File: config.mk
export PLATFORM = sky130hd
export DESIGN_NAME = binadd_selftest_flat
export DESIGN_NICKNAME = d
export VERILOG_FILES = /design/src/rtl/binadd_selftest_if.sv /design/src/rtl/binadd_selftest.sv /design/src/flat_wrapper.sv
export SDC_FILE = /design/constraint.sdc
export NUM_CORES = 1
export LEC_CHECK = 0
export BUFFER_PORTS_ARGS = -buffer_cell sky130_fd_sc_hd__buf_2
export CORE_AREA = 4 4 59 61
export CTS_CLUSTER_SIZE = 25
export DETAILED_ROUTE_END_ITERATION = 10
export DIE_AREA = 0 0 63 65
export PLACE_DENSITY = 0.82
export REMOVE_ABC_BUFFERS = 1
export SETUP_SLACK_MARGIN = 0.4
export SYNTH_ARGS = -nofsm -noshare
export SYNTH_HDL_FRONTEND = slang
export SYNTH_SLANG_ARGS = --single-unit
File: constraint.sdc
create_clock -name clk -period 6.09 [get_ports clk]
set_input_delay 1.218 -clock clk [delete_from_list [all_inputs] [get_ports clk]]
set_output_delay 1.218 -clock clk [all_outputs]
set_load 0.03 [all_outputs]
File: src/rtl/binadd_selftest_if.sv
// Bus between the BinAdd self-test engine and the adder under test plus its status sinks.
// The master side is the self-test engine; the slave side is the adder/board wrapper.
interface binadd_selftest_if #(
    parameter int WIDTH = 2,
    parameter int ERR_W = 8
);
    logic             start;
    logic [WIDTH-1:0] op_a;
    logic [WIDTH-1:0] op_b;
    logic [WIDTH-1:0] sum_in;
    logic             cout_in;
    logic             busy;
    logic             done;
    logic             pass;
    logic [ERR_W-1:0] err_cnt;
    logic [WIDTH-1:0] fail_a;
    logic [WIDTH-1:0] fail_b;
    logic             fail_vld;

    modport master (
        input  start, sum_in, cout_in,
        output op_a, op_b, busy, done, pass, err_cnt, fail_a, fail_b, fail_vld
    );

    modport slave (
        output start, sum_in, cout_in,
        input  op_a, op_b, busy, done, pass, err_cnt, fail_a, fail_b, fail_vld
    );
endinterface

File: src/rtl/binadd_selftest.sv
// Exhaustive on-board self-test for the combinational BinAdd adder: sweeps all operand pairs.
// Optional build macro BINADD_SELFTEST_HALT_ON_ERR_EN stops the sweep at the first mismatch.
module binadd_selftest #(
    parameter int WIDTH      = 2,
    parameter int SETTLE_CYC = 4,
    parameter int ERR_W      = 8
) (
    input  logic                  clk,
    input  logic                  rst_n,
    binadd_selftest_if.master     bus
);

    localparam logic [1:0] ST_IDLE   = 2'd0;
    localparam logic [1:0] ST_SETTLE = 2'd1;
    localparam logic [1:0] ST_CHECK  = 2'd2;
    localparam logic [1:0] ST_DONE   = 2'd3;

    localparam logic [7:0]       SETTLE_LAST = 8'(SETTLE_CYC - 1);
    localparam logic [WIDTH-1:0] OP_ONES     = {WIDTH{1'b1}};
    localparam logic [WIDTH-1:0] OP_ZERO     = {WIDTH{1'b0}};
    localparam logic [WIDTH-1:0] OP_ONE      = {{(WIDTH-1){1'b0}}, 1'b1};
    localparam logic [ERR_W-1:0] ERR_ONES    = {ERR_W{1'b1}};
    localparam logic [ERR_W-1:0] ERR_ZERO    = {ERR_W{1'b0}};
    localparam logic [ERR_W-1:0] ERR_ONE     = {{(ERR_W-1){1'b0}}, 1'b1};

    // Reference result, zero-extended so the carry lands in the top bit.
    function automatic logic [WIDTH:0] expected_sum(input logic [WIDTH-1:0] a,
                                                    input logic [WIDTH-1:0] b);
        return {1'b0, a} + {1'b0, b};
    endfunction

    function automatic logic [ERR_W-1:0] sat_inc(input logic [ERR_W-1:0] v);
        return (v == ERR_ONES) ? v : v + ERR_ONE;
    endfunction

    logic [1:0]       state_r,    state_s;
    logic [7:0]       cnt_r,      cnt_s;
    logic [WIDTH-1:0] op_a_r,     op_a_s;
    logic [WIDTH-1:0] op_b_r,     op_b_s;
    logic             busy_r,     busy_s;
    logic             done_r,     done_s;
    logic             pass_r,     pass_s;
    logic [ERR_W-1:0] err_cnt_r,  err_cnt_s;
    logic [WIDTH-1:0] fail_a_r,   fail_a_s;
    logic [WIDTH-1:0] fail_b_r,   fail_b_s;
    logic             fail_vld_r, fail_vld_s;
    logic             mismatch_s;
    logic             last_vec_s;
    logic             finish_s;

    // Next-state and next-output computation for the sweep FSM.
    always_comb begin
        state_s    = state_r;
        cnt_s      = cnt_r;
        op_a_s     = op_a_r;
        op_b_s     = op_b_r;
        busy_s     = busy_r;
        done_s     = done_r;
        pass_s     = pass_r;
        err_cnt_s  = err_cnt_r;
        fail_a_s   = fail_a_r;
        fail_b_s   = fail_b_r;
        fail_vld_s = fail_vld_r;
        finish_s   = 1'b0;
        mismatch_s = ({bus.cout_in, bus.sum_in} != expected_sum(op_a_r, op_b_r));
        last_vec_s = (op_a_r == OP_ONES) && (op_b_r == OP_ONES);

        case (state_r)
            ST_IDLE, ST_DONE: begin
                // A new sweep wipes every trace of the previous one on the start edge.
                if (bus.start) begin
                    state_s    = ST_SETTLE;
                    cnt_s      = 8'd0;
                    op_a_s     = OP_ZERO;
                    op_b_s     = OP_ZERO;
                    busy_s     = 1'b1;
                    done_s     = 1'b0;
                    pass_s     = 1'b0;
                    err_cnt_s  = ERR_ZERO;
                    fail_a_s   = OP_ZERO;
                    fail_b_s   = OP_ZERO;
                    fail_vld_s = 1'b0;
                end else begin
                    state_s = state_r;
                end
            end

            ST_SETTLE: begin
                if (cnt_r >= SETTLE_LAST) begin
                    state_s = ST_CHECK;
                    cnt_s   = 8'd0;
                end else begin
                    cnt_s   = cnt_r + 8'd1;
                end
            end

            ST_CHECK: begin
                if (mismatch_s) begin
                    err_cnt_s = sat_inc(err_cnt_r);
                    if (!fail_vld_r) begin
                        fail_a_s   = op_a_r;
                        fail_b_s   = op_b_r;
                        fail_vld_s = 1'b1;
                    end else begin
                        fail_vld_s = fail_vld_r;
                    end
                end else begin
                    err_cnt_s = err_cnt_r;
                end

`ifdef BINADD_SELFTEST_HALT_ON_ERR_EN
                finish_s = last_vec_s || mismatch_s;
`else
                finish_s = last_vec_s;
`endif

                // Operands stay put when finishing so the board shows the last or failing vector.
                if (finish_s) begin
                    state_s = ST_DONE;
                    busy_s  = 1'b0;
                    done_s  = 1'b1;
                    pass_s  = (err_cnt_s == ERR_ZERO);
                end else begin
                    state_s = ST_SETTLE;
                    if (op_b_r == OP_ONES) begin
                        op_b_s = OP_ZERO;
                        op_a_s = op_a_r + OP_ONE;
                    end else begin
                        op_b_s = op_b_r + OP_ONE;
                    end
                end
            end

            default: begin
                state_s    = ST_IDLE;
                cnt_s      = 8'd0;
                op_a_s     = OP_ZERO;
                op_b_s     = OP_ZERO;
                busy_s     = 1'b0;
                done_s     = 1'b0;
                pass_s     = 1'b0;
                err_cnt_s  = ERR_ZERO;
                fail_a_s   = OP_ZERO;
                fail_b_s   = OP_ZERO;
                fail_vld_s = 1'b0;
            end
        endcase
    end

    // State and output registers; reset aborts any sweep in progress.
    always_ff @(posedge clk or negedge rst_n) begin
        if (!rst_n) begin
            state_r    <= ST_IDLE;
            cnt_r      <= 8'd0;
            op_a_r     <= OP_ZERO;
            op_b_r     <= OP_ZERO;
            busy_r     <= 1'b0;
            done_r     <= 1'b0;
            pass_r     <= 1'b0;
            err_cnt_r  <= ERR_ZERO;
            fail_a_r   <= OP_ZERO;
            fail_b_r   <= OP_ZERO;
            fail_vld_r <= 1'b0;
        end else begin
            state_r    <= state_s;
            cnt_r      <= cnt_s;
            op_a_r     <= op_a_s;
            op_b_r     <= op_b_s;
            busy_r     <= busy_s;
            done_r     <= done_s;
            pass_r     <= pass_s;
            err_cnt_r  <= err_cnt_s;
            fail_a_r   <= fail_a_s;
            fail_b_r   <= fail_b_s;
            fail_vld_r <= fail_vld_s;
        end
    end

    assign bus.op_a     = op_a_r;
    assign bus.op_b     = op_b_r;
    assign bus.busy     = busy_r;
    assign bus.done     = done_r;
    assign bus.pass     = pass_r;
    assign bus.err_cnt  = err_cnt_r;
    assign bus.fail_a   = fail_a_r;
    assign bus.fail_b   = fail_b_r;
    assign bus.fail_vld = fail_vld_r;

endmodule

File: src/flat_wrapper.sv
// flat-port wrapper written by rule: the top's interface ports become plain ports
module binadd_selftest_flat 
#(
    parameter int WIDTH      = 2,
    parameter int SETTLE_CYC = 4,
    parameter int ERR_W      = 8
)
  (clk, rst_n, bus_start, bus_sum_in, bus_cout_in, bus_op_a, bus_op_b, bus_busy, bus_done, bus_pass, bus_err_cnt, bus_fail_a, bus_fail_b, bus_fail_vld);
  binadd_selftest_if #(.WIDTH(WIDTH), .ERR_W(ERR_W)) bus_i ();
  input  logic clk;
  input  logic rst_n;
  input wire logic [$bits(bus_i.start)-1:0] bus_start;
  input wire logic [$bits(bus_i.sum_in)-1:0] bus_sum_in;
  input wire logic [$bits(bus_i.cout_in)-1:0] bus_cout_in;
  output wire logic [$bits(bus_i.op_a)-1:0] bus_op_a;
  output wire logic [$bits(bus_i.op_b)-1:0] bus_op_b;
  output wire logic [$bits(bus_i.busy)-1:0] bus_busy;
  output wire logic [$bits(bus_i.done)-1:0] bus_done;
  output wire logic [$bits(bus_i.pass)-1:0] bus_pass;
  output wire logic [$bits(bus_i.err_cnt)-1:0] bus_err_cnt;
  output wire logic [$bits(bus_i.fail_a)-1:0] bus_fail_a;
  output wire logic [$bits(bus_i.fail_b)-1:0] bus_fail_b;
  output wire logic [$bits(bus_i.fail_vld)-1:0] bus_fail_vld;
  assign bus_i.start = bus_start;
  assign bus_i.sum_in = bus_sum_in;
  assign bus_i.cout_in = bus_cout_in;
  assign bus_op_a = bus_i.op_a;
  assign bus_op_b = bus_i.op_b;
  assign bus_busy = bus_i.busy;
  assign bus_done = bus_i.done;
  assign bus_pass = bus_i.pass;
  assign bus_err_cnt = bus_i.err_cnt;
  assign bus_fail_a = bus_i.fail_a;
  assign bus_fail_b = bus_i.fail_b;
  assign bus_fail_vld = bus_i.fail_vld;
  binadd_selftest #(.WIDTH(WIDTH), .SETTLE_CYC(SETTLE_CYC), .ERR_W(ERR_W)) u_core (.clk(clk), .rst_n(rst_n), .bus(bus_i));
endmodule
==> metrics.yaml <==
outcome:
  outcome: "finished, final reports clean"
drt:
  wl_per_cell_um: 16.3
  viasPerCell: 6.29
  met3WireLength_um: 267
  m1WireLength_mm: 1.63
  highest_layer: "met4"
  drc: 0
  wl_mm: 4.04
  route.met2.wl_mm: 2.10
  vias: 1559
  firstDrtPassIters: 4
  drtIter0Drc: 142
  ant_nets: 0
global_routing:
  antenna_found_initial: 0
  overflow: 0
  grt_pass1_wl_mm: 7.29
  grt_pass1_vias: 1514
  grt_max_degree: 31
  groute.usage.overall_pct: 22.7
timing:
  hold_slack_ns: 0.484
  final.min_clock_period_ns: 2.63
  tightest_slew_ns: 0.670
  setup_violations: 0
  fin_setup_tns_ns: 0
  rsz0062_at_grt: "false"
  slew_headroom_pct: 55.4
  maxSlewViolCount: 0
  finalCritPeriodShare_pct: 43.3
  finClkSkew_ns: 0.00535
  hold_viol_final: 0
  fmax_ghz: 0.380
synth:
  yosys_warnings: 0
  synth-seq-cells: 30
  synth_area_um2: 1750
  synth_area_leaders: "dfrtp_1, ha_1, nand2_1, o21ai_0, a21oi_1"
  synth.top_cell.area_share_pct: 43.0
  ys_types: 41
  syn_avg_cell_area_um2: 9.24
  synth_edf_count: 0
  synth-async-reset-ratio_pct: 100
  ys_seq_area_share_pct: 43.0
  synth_top_area_cell: "dfrtp_1"
  syn-instance-count: 189
  synth_top_flop_cell: "dfrtp_1"
clock_network:
  cts_hold_buf: 0
  clock_insertion_delay_worst_skew_ns: 0.33
  clock_path_buffers: 2
  cts_buffers: 5
  clock-root-buffer: "clkbuf_4"
  cts_setup_buffers: 0
  cts_tree: "yes"
  path_clk_slew_ns: 0.10
  h-tree-depth: 2
  cts_sinks: 30
  postCtsResizedCells: 0
floorplan:
  ios: 26
  rows: 20
  core-area_um2: 2980
  dieWidth_um: 63
  start_util_pct: 58.7
  fp.dieH_um: 65
  dieArea_um2: 4100
layout:
  fin_cells: 248
  fill_cells: 254
  areaGrowthSynthToFinish_pct: 11.2
  fin_util_pct: 65.2
  nets: 229
  n_antenna_cell: 0
  drive_above_1_share_pct: 18.6
critical_path:
  crit_family: "simple AND/OR/NAND/NOR gates"
  r2r_cells: 7
  path_max_fanout: 11
  cp-endpoint: "u_core.bus.err_cnt[6]"
  cp.depth: 7
  cp.buffers_inverters: 0
  r2r_start: "u_core.bus.op_b[0]"
  worstPathRequired_ns: 6.35
  reg2reg_setup_slack_ns: 3.46
  slowest_delay_ns: 0.48
  arrival_ns: 2.90
  startpoint_type: "flop"
  startpoint: "u_core.bus.op_b[0]"
  crit_chain: "ha_1 -> fa_1 -> xnor2_1 -> nand3_1 -> and3_1 -> a31o_2 -> a21oi_1"
  crit_type: "reg -> reg"
  end_kind: "flop"
  slowest_stage: "dfrtp_1"
  r2r-end: "u_core.bus.err_cnt[6]"
power:
  p_total_mw: 0.662
  power.leakage_nw: 0.951
  powerDensity_nw_per_um2: 341
  peakVddDrop_mv: 0.278
run:
  maxCapViolCount: 0
placement:
  port_buffers: 25
  dp_cells: 240
  hpwl_mm: 2.84
  gp_congestion: 0.879
worst_hold_path:
  hp-class: "reg -> reg"
-- power breakdown --
| part | internal, mW | total (mW) | switching [mW] |
|---|---|---|---|
| clock network | 0.0559 | 0.126 | 0.0698 |
| logic | 0.0942 | 0.286 | 0.192 |
| registers | 0.222 | 0.251 | 0.0288 |
| total | 0.372 | 0.662 | 0.290 |
-- flip-flops by register name, summed over array words and instances, names as in the netlist --
register	flops
u_core.bus.op_b	2
u_core.bus.err_cnt	8
u_core.bus.pass	1
u_core.bus.fail_a	2
u_core.bus.done	1
u_core.bus.fail_vld	1
u_core.bus.busy	1
u_core.bus.op_a	2
u_core.bus.fail_b	2
u_core.cnt_r	8
u_core.state_r	2
-- cells in the mapped netlist, types with 2 or more instances --
master	number
dfrtp_1	30
nand2_1	25
o21ai_0	16
a21oi_1	15
nor2_1	12
ha_1	8
nand3_1	8
a31oi_1	7
and3_1	5
inv_1	5
and2_1	4
buf_2	4
mux2i_1	4
nor3_1	4
clkbuf_1	3
nand4_1	3
nor3b_1	3
xnor2_1	3
a22o_1	2
a41oi_1	2
nand2b_1	2
nand4b_1	2
nor2b_1	2
nor4_1	2
o21ai_1	2
-- tightest hold or removal path: stages, from the launching register on --
cell     delay [ns]
dfrtp_1        0.35
nand2_1        0.04
o21ai_0        0.06
-- per-layer routing --
layer / vias up / GRT usage (%)
met5: - / 0
met4: 0 / 7.99
met3: 5 / 5.37
met2: 66 / 39.0
met1: 744 / 27.8
li1: 744 / -
-- stage by stage --
step / area, um^2 / setup WS (ns)
floorplan: 1720 / 3.61
global placement: 1880 / 3.42
detailed placement: 1880 / 3.34
CTS: 1940 / 3.48
global route: 1940 / 3.33
finish: 1940 / 3.46
-- cell families after synthesis --
| family | count (synthesis) | synth area share [%] |
|---|---|---|
| AO/OA/AOI/OAI | 51 | 18.6 |
| XOR/XNOR | 4 | 2.01 |
| adder cells (fa/ha/maj) | 9 | 6.88 |
| buffers and inverters | 12 | 2.87 |
| flip-flops | 30 | 43.0 |
| multiplexers | 5 | 2.94 |
| AND/OR/NAND/NOR | 78 | 23.8 |
-- cell usage in the layout (no fill, tap or decap), drive strengths merged --
master  netlist  routed
xor2          1       1
mux2i         4       4
nand4b        2       2
nor3          4       4
nand4         4       4
a311oi        1       1
or3           1       1
nor4          2       2
a22o          2       2
dfrtp        30      30
xnor2         3       3
o21a          1       1
o221ai        1       1
nor2b         2       2
inv           5       5
fa            1       1
ha            8       8
nand2b        2       2
o21ai        18      18
and2          5       5
a31oi         7       7
and3          5       5
nand3         8       8
and4          1       1
o32ai         1       1
clkbuf        3       7
o31ai         1       1
nor2         13      13
nand2        25      25
a41oi         2       2
mux2          1       1
nor3b         3       3
buf           4      25
a21oi        15      15
clkinv        0       1
a31o          1       1
and4b         1       1
a41o          1       1
-- cell type report --
type                       count  area [um^2]  area share (%)
sequential                    30          751            38.7
timing repair buffer          25          125            6.44
tap                           33         41.3            2.13
clock buffer                   7         55.1            2.84
clock inverter                 1         5.00           0.258
multi-input combinational    147          946            48.7
inverter                       5         18.8           0.966
-- how the worst min path moves through the flow --
stage | start | to | slack [ns] | cells after the start
2_1_floorplan | u_core.cnt_r[7] | u_core.cnt_r[7] | 0.46 | 2
3_3_place_gp | u_core.bus.fail_a[0] | u_core.bus.fail_a[0] | 0.46 | 2
3_5_place_dp | u_core.bus.fail_a[0] | u_core.bus.fail_a[0] | 0.46 | 2
4_1_cts | u_core.bus.fail_a[0] | u_core.bus.fail_a[0] | 0.49 | 2
5_1_grt | u_core.bus.fail_b[0] | u_core.bus.fail_b[0] | 0.53 | 2
6_report | u_core.bus.fail_a[0] | u_core.bus.fail_a[0] | 0.48 | 2
(Power assumes the default switching activity.)
